--- src/rtl/t_counter_ctrl.sv ---
// Sequencing controller that turns an external, reset-less bank of T flip-flops
// into a modulo-(MOD+1) up/down counter with start/clear/pause/resume control.
module t_counter_ctrl #(
  parameter int WIDTH  = 4,
  parameter int WRAP_W = 8
) (
  input  logic              CP,
  input  logic              RST,
  input  logic              START,
  input  logic              STOP,
  input  logic              DIR,
  input  logic [WIDTH-1:0]  MOD,
  input  logic [WIDTH-1:0]  Q_IN,
  output logic [WIDTH-1:0]  T_OUT,
  output logic              BUSY,
  output logic              DONE,
  output logic [WRAP_W-1:0] WRAPS,
  output logic [1:0]        STATE
);

  typedef enum logic [1:0] {
    IDLE  = 2'b00,
    CLEAR = 2'b01,
    RUN   = 2'b10,
    HOLD  = 2'b11
  } state_t;

  localparam logic [WRAP_W-1:0] WRAP_ONE = {{(WRAP_W-1){1'b0}}, 1'b1};

  state_t           state_q, state_d;
  logic [WIDTH-1:0] up_t, dn_t, t_d;
  logic             wrap;

  // Ripple-style toggle enables: bit i toggles when all lower bits are 1 (up) or 0 (down).
  for (genvar i = 0; i < WIDTH; i++) begin : g_tbit
    if (i == 0) begin : g_lsb
      assign up_t[i] = 1'b1;
      assign dn_t[i] = 1'b1;
    end else begin : g_upper
      assign up_t[i] = &Q_IN[i-1:0];
      assign dn_t[i] = ~|Q_IN[i-1:0];
    end
  end

  always_comb begin
    state_d = state_q;
    t_d     = '0;
    wrap    = 1'b0;
    case (state_q)
      IDLE: if (START && !STOP) state_d = CLEAR;
      CLEAR: begin
        t_d     = Q_IN;
        state_d = RUN;
      end
      RUN: begin
        if (DIR) begin
          if (Q_IN == MOD) begin
            t_d  = Q_IN;
            wrap = 1'b1;
          end else begin
            t_d = up_t;
          end
        end else begin
          if (Q_IN == '0) begin
            t_d  = Q_IN ^ MOD;
            wrap = 1'b1;
          end else begin
            t_d = dn_t;
          end
        end
        if (STOP) state_d = HOLD;
      end
      HOLD: begin
        if (STOP)       state_d = IDLE;
        else if (START) state_d = RUN;
      end
      default: state_d = IDLE;
    endcase
  end

  // Reset must also freeze the bank on the reset edge itself.
  assign T_OUT = RST ? '0 : t_d;
  assign BUSY  = (state_q == CLEAR) || (state_q == RUN);
  assign STATE = state_q;

  always_ff @(posedge CP) begin
    if (RST) begin
      state_q <= IDLE;
      DONE    <= 1'b0;
      WRAPS   <= '0;
    end else begin
      state_q <= state_d;
      DONE    <= wrap;
      if (state_q == CLEAR) WRAPS <= '0;
      else if (wrap)        WRAPS <= WRAPS + WRAP_ONE;
    end
  end

endmodule

--- config.mk ---
export PLATFORM = sky130hd
export DESIGN_NAME = t_counter_ctrl
export DESIGN_NICKNAME = d
export VERILOG_FILES = /design/src/rtl/t_counter_ctrl.sv
export SDC_FILE = /design/constraint.sdc
export NUM_CORES = 1
export LEC_CHECK = 0
export BUFFER_PORTS_ARGS = -buffer_cell sky130_fd_sc_hd__buf_2
export CORE_UTILIZATION = 45
export DETAILED_ROUTE_END_ITERATION = 6
export MAX_ROUTING_LAYER = met4
export PLACE_DENSITY = 0.79
export SLEW_MARGIN = 0
export SYNTH_ARGS = -nofsm -noshare
export SYNTH_HDL_FRONTEND = slang
export SYNTH_SLANG_ARGS = --single-unit
--- constraint.sdc ---
create_clock -name CP -period 4.5 [get_ports CP]
set_input_delay 0.675 -clock CP [delete_from_list [all_inputs] [get_ports CP]]
set_output_delay 0.675 -clock CP [all_outputs]
set_load 0.01 [all_outputs]
# Word-level counts from Yosys, hierarchy flattened
# Cells that the tools add are included.
word_totals:
  regBits: 11
  latch_bits: 0
  rom_bits: 0
  n_memories: 0
  ramBits: 0
  out_inout_bits: 16
  word_cells: 40
  in_bits: 13
op_classes:
  multipliers: 0
  shift: 0
  n_mux: 14
  n_bitwise: 1
  n_reduce_logical: 14
  eq_ne: 7
  addsub: 1
  n_lt_le_gt_ge: 0
  div_mod_pow: 0
ops:
  columns: ["cell", "n"]
  rows:
  - ["two-way mux 4 bit", 4]
  - ["adder 8 x 1 -> 8 bit, second input constant", 1]
  - ["two-way mux 2 bit", 4]
  - ["case mux 2 bit (4 select lines)", 1]
  - ["case mux 4 bit (2 select lines)", 1]
  - ["AND reduction 3 bit", 2]
  - ["== test 2 bit, second input constant", 2]
  - ["== test 4 bit", 1]
  - ["logical NOT 1 bit", 4]
  - ["logical NOT 4 bit", 1]
  - ["two-way mux 1 bit", 4]
  - ["inequality test 2 bit, second input constant", 2]
  - ["OR reduction 2 bit", 2]
  - ["bitwise XOR 4 bit", 1]
  - ["inequality test 3 bit, second input constant", 1]
  - ["OR reduction 3 bit", 1]
  - ["== test 2 x 1 -> 1 bit, second input constant", 1]
  - ["logical NOT 2 bit", 1]
  - ["AND reduction 2 bit", 1]
  - ["logical AND 1 bit", 1]
  - ["logical OR 1 bit", 1]

# Logic depth before layout (Yosys ltp)
depth:
  word_depth: 6
  depth_mapped: 6
  depth_no_buf: 6

# Worst setup path before layout
# Ideal clock, no wire load.
synth_timing:
  kind: "input-to-output"
  startpoint: "input port Q_IN[3]"
  endpoint: "output port T_OUT[2]"
  required_time_ps: 3825
  arrival_time_ps: 1739
  path_stages: 5
  slack_ps: 2086
  n_path_buf: 1
  path_cell_list: "buf_4 -> xnor2_4 -> nand4_4 -> a21bo_2 -> a311oi_2"
synth_between:
  elab_chain_len: 5
  word_cells_on_any_way: 7
  cone_classes: "eq/ne (1); mux (5); reduce/logical (1)"
synth_rtl:
  columns: ["item", "line", "rtl"]
  rows:
  - ["from (decl)", "13", "input logic [WIDTH-1:0] Q_IN,"]
  - ["== test 4 bit / logical NOT 4 bit (equally long branches)", "57, 64", null]
  - ["two-way mux 4 bit (on tied branches)", "57, 64", null]
  - ["two-way mux 4 bit (*)", "56", "if (DIR) begin"]
  - ["case mux 4 bit (2 select lines) (*)", "49", "case (state_q)"]
  - ["two-way mux 4 bit (*)", "82", "assign T_OUT = RST ? '0 : t_d;"]
  - ["to (decl)", "14", "output logic [WIDTH-1:0] T_OUT,"]
# Every way passes the cells marked *; elsewhere a longest branch is shown, timed or not.

# Final worst setup path
layout_timing:
  startpoint: "input port Q_IN[1]"
  endpoint: "output port T_OUT[3]"
layout_between:
  elab_chain_len: 6
  word_cells_on_any_way: 10
  cone_classes: "eq/ne (1); mux (5); reduce/logical (4)"
layout_rtl:
  columns: ["item", "line", "rtl"]
  rows:
  - ["OR reduction 3 bit", "41", "assign dn_t[i] = ~|Q_IN[i-1:0];"]
  - ["logical NOT 1 bit", "41", null]
  - ["two-way mux 4 bit", "64", "if (Q_IN == '0) begin"]
  - ["two-way mux 4 bit (*)", "56", null]
  - ["case mux 4 bit (2 select lines) (*)", "49", null]
  - ["two-way mux 4 bit (*)", "82", null]
# Marked as above.

==> impl_metrics.json <==
{
  "dieArea_um2": 2540,
  "maxSlewViolCount": 0,
  "clkLatencyLatePin_ns": 0.27,
  "layout.nets": 167,
  "path_max_fanout": 9,
  "drc": 0,
  "multiInputGateArea_um2": 764,
  "p_leak_nw": 0.466,
  "wl_per_cell_um": 13.3,
  "cts_tree": "built",
  "reg2regPathDepth": 6,
  "dieWidth_um": 50.4,
  "synth.avg_cell_area_um2": 8.51,
  "grt_use_total_pct": 20.6,
  "grt_max_degree": 15,
  "ys_types": 39,
  "r2r-end": "WRAPS[4]$_SDFFE_PP0P_",
  "worstSetupEndpointType": "output pin",
  "fmax_mhz": 383,
  "synth_seq_area_share_pct": 20.9,
  "finalSetupViolCount": 0,
  "die_height_um": 50.4,
  "clkTransAtPathRegs_ns": 0.08,
  "period_needed_ns": 2.61,
  "first_pass_iters": 4,
  "use_met3_pct": 6.67,
  "hpwl_mm": 1.80,
  "grt_pass1_wl_mm": 3.95,
  "worst-slew-pin-transition_ns": 0.572,
  "initial_core_util_pct": 47.7,
  "synth.area.top_cells": "dfxtp_1 (21%), xnor2_4 (7.8%), mux2i_1 (7.6%), nand2_1 (6.0%), ha_1 (5.9%)",
  "place.gp.congestion": 0.791,
  "synth_area_um2": 1050,
  "status": "complete, no violations",
  "startpoint_type": "primary input",
  "routed_wl_mm": 2.35,
  "worstHoldPathType": "flop to flop",
  "gr-usage-met2_pct": 35.3,
  "drt_iter0_markers": 17,
  "vias_per_cell": 5.79,
  "cts-root-buf": "clkbuf_4",
  "hold_start": "WRAPS[7]$_SDFFE_PP0P_",
  "slew_headroom_pct": 61.7,
  "setup_tns_ns": 0,
  "fin_crit_sh_pct": 58.0,
  "rows": 17,
  "buffer_ports.inserted": 28,
  "critical_path_class": "primary input to output pin",
  "rsz0062_at_grt": "no",
  "cap_violations": 0,
  "hold_path_end": "WRAPS[7]$_SDFFE_PP0P_",
  "globalRouteMet1Util_pct": 24.5,
  "synth_warnings": 0,
  "synth_fp_nets": 142,
  "drtAntennaViolNets": 0,
  "crit_arrival_ns": 1.93,
  "busiest_layer": "met2",
  "final_area_um2": 1210,
  "numCtsBuffers": 3,
  "clock-sinks": 11,
  "final_layout_size_suffix_gt1_share_pct": 29.1,
  "hold_path_depth": 2,
  "grt_pass1_vias": 902,
  "grt_antenna_before_repair": 0,
  "postCtsSetupRepairBufs": 0,
  "dpl-instance-area_um2": 1180,
  "areaGrowthSynthToFinish_pct": 14.4,
  "synth_top_area_share_pct": 20.9,
  "ctsHoldBuffers": 0,
  "mostFrequentLayoutCells": "buf_2 (28), nand2_1 (17), dfxtp_1 (11)",
  "cts.repair.resized": 0,
  "nFillCells": 213,
  "vias": 1019,
  "clock_skew_ns": 0.00454,
  "ff2ff_setup_slack_ns": 2.60,
  "grt-ovfl-total": 0,
  "final_common_cell": "buf_2",
  "clockBufferDepth": 2,
  "regArea_um2": 220,
  "core-area_um2": 2210,
  "total_power_mw": 0.384,
  "worstPathRequired_ns": 3.83,
  "ir_drop_v": 0.000252,
  "regToRegStartpoint": "STATE[0]$_SDFFE_PP0P_",
  "ioPinCount": 29,
  "finalHoldViolCount": 0,
  "ys_ff_latch": 11,
  "power_density_nw_per_um2": 319,
  "htreeDepth": 1,
  "yosys.area.top_type": "dfxtp_1",
  "n_antenna_cell": 0,
  "syn_inst": 124
}
[kinds of logic (layout without fill, tap and decap cells)]
kind of cell,count (synthesis),after routing,synth area share (%)
multiplexers,8,8,7.59
AO/OA/AOI/OAI,26,26,19.0
flip-flops,11,11,20.9
AND/OR/NAND/NOR,57,57,30.6
adder cells (fa/ha/maj),5,5,5.93
XOR/XNOR,4,4,9.37
buffers and inverters,13,37,6.64
[final cells by class]
| cell class | instances | share of cell area [%] |
|---|---|---|
| timing repair buffer | 28 | 11.6 |
| sequential | 11 | 18.3 |
| multi-input combinational | 100 | 63.4 |
| clock buffer | 3 | 1.87 |
| tap | 28 | 2.90 |
| inverter | 5 | 1.56 |
| clock inverter | 1 | 0.415 |
[worst max-delay path by stage]
stage | start | end | cells after the start
2_1_floorplan | Q_IN[3] | T_OUT[2] | 5
5_1_grt | STATE[1]$_SDFFE_PP0P_ | T_OUT[2] | 6
4_1_cts | Q_IN[1] | T_OUT[2] | 6
3_5_place_dp | Q_IN[1] | T_OUT[2] | 6
3_3_place_gp | Q_IN[1] | T_OUT[2] | 6
6_report | Q_IN[1] | T_OUT[3] | 6
[per-stage QoR]
stage | worst slack, ns | std cells | hold WS (ns) | util [%]
4_1_cts | 1.88 | 176 | 0.488 | 54.5
2_1_floorplan | 2.09 | 124 | 0.487 | -
5_1_grt | 1.76 | 176 | 0.503 | 54.5
3_3_place_gp | 1.92 | 172 | 0.457 | 53.3
6_report | 1.89 | 176 | 0.486 | 54.5
3_5_place_dp | 1.88 | 172 | 0.471 | 53.3
[critical path: stages]
cell	delay (ns)
buf_2	0.18
xnor2_4	0.24
nand4_4	0.19
o211a_1	0.26
a221oi_2	0.22
buf_2	0.16
[cells in the mapped netlist]
| cell | count |
|---|---|
| a2111oi_0 | 1 |
| a211oi_1 | 2 |
| a21bo_2 | 1 |
| a21oi_1 | 3 |
| a221oi_2 | 1 |
| a22oi_1 | 2 |
| a311oi_2 | 1 |
| a31oi_1 | 1 |
| and2_1 | 1 |
| and4_1 | 1 |
| buf_2 | 2 |
| buf_4 | 1 |
| buf_6 | 2 |
| clkbuf_1 | 3 |
| dfxtp_1 | 11 |
| ha_1 | 5 |
| inv_1 | 5 |
| mux2i_1 | 8 |
| nand2_1 | 17 |
| nand2b_1 | 3 |
| nand3_1 | 6 |
| nand4_1 | 6 |
| nand4_4 | 1 |
| nor2_1 | 3 |
| nor2b_1 | 3 |
| nor3_1 | 3 |
| nor3_4 | 1 |
| nor4_1 | 2 |
| o211a_1 | 2 |
| o21a_1 | 1 |
| o21ai_0 | 3 |
| o21ai_1 | 1 |
| o22ai_1 | 3 |
| o31ai_1 | 1 |
| o32ai_1 | 3 |
| or2_2 | 2 |
| or3_1 | 8 |
| xnor2_2 | 1 |
| xnor2_4 | 3 |
[layer usage]
layer  routed length (µm)  vias to the layer above  part of all wire, %
li1                     -                      511                    -
met1                  996                      485                   42
met2                 1230                       23                   52
met3                  126                        0                  5.4
met4                    0                        0                    0
met5                    0                        -                    0
[flip-flops by register name, indices dropped and copies added, names as in the netlist]
signal,flops
WRAPS,8
STATE,2
DONE,1
[power breakdown]
group | internal [mW] | switching, mW | total (mW)
registers | 0.105 | 0.0126 | 0.118
logic | 0.0757 | 0.122 | 0.198
clock network | 0.0329 | 0.0360 | 0.0689
(Power assumes the default switching activity.)
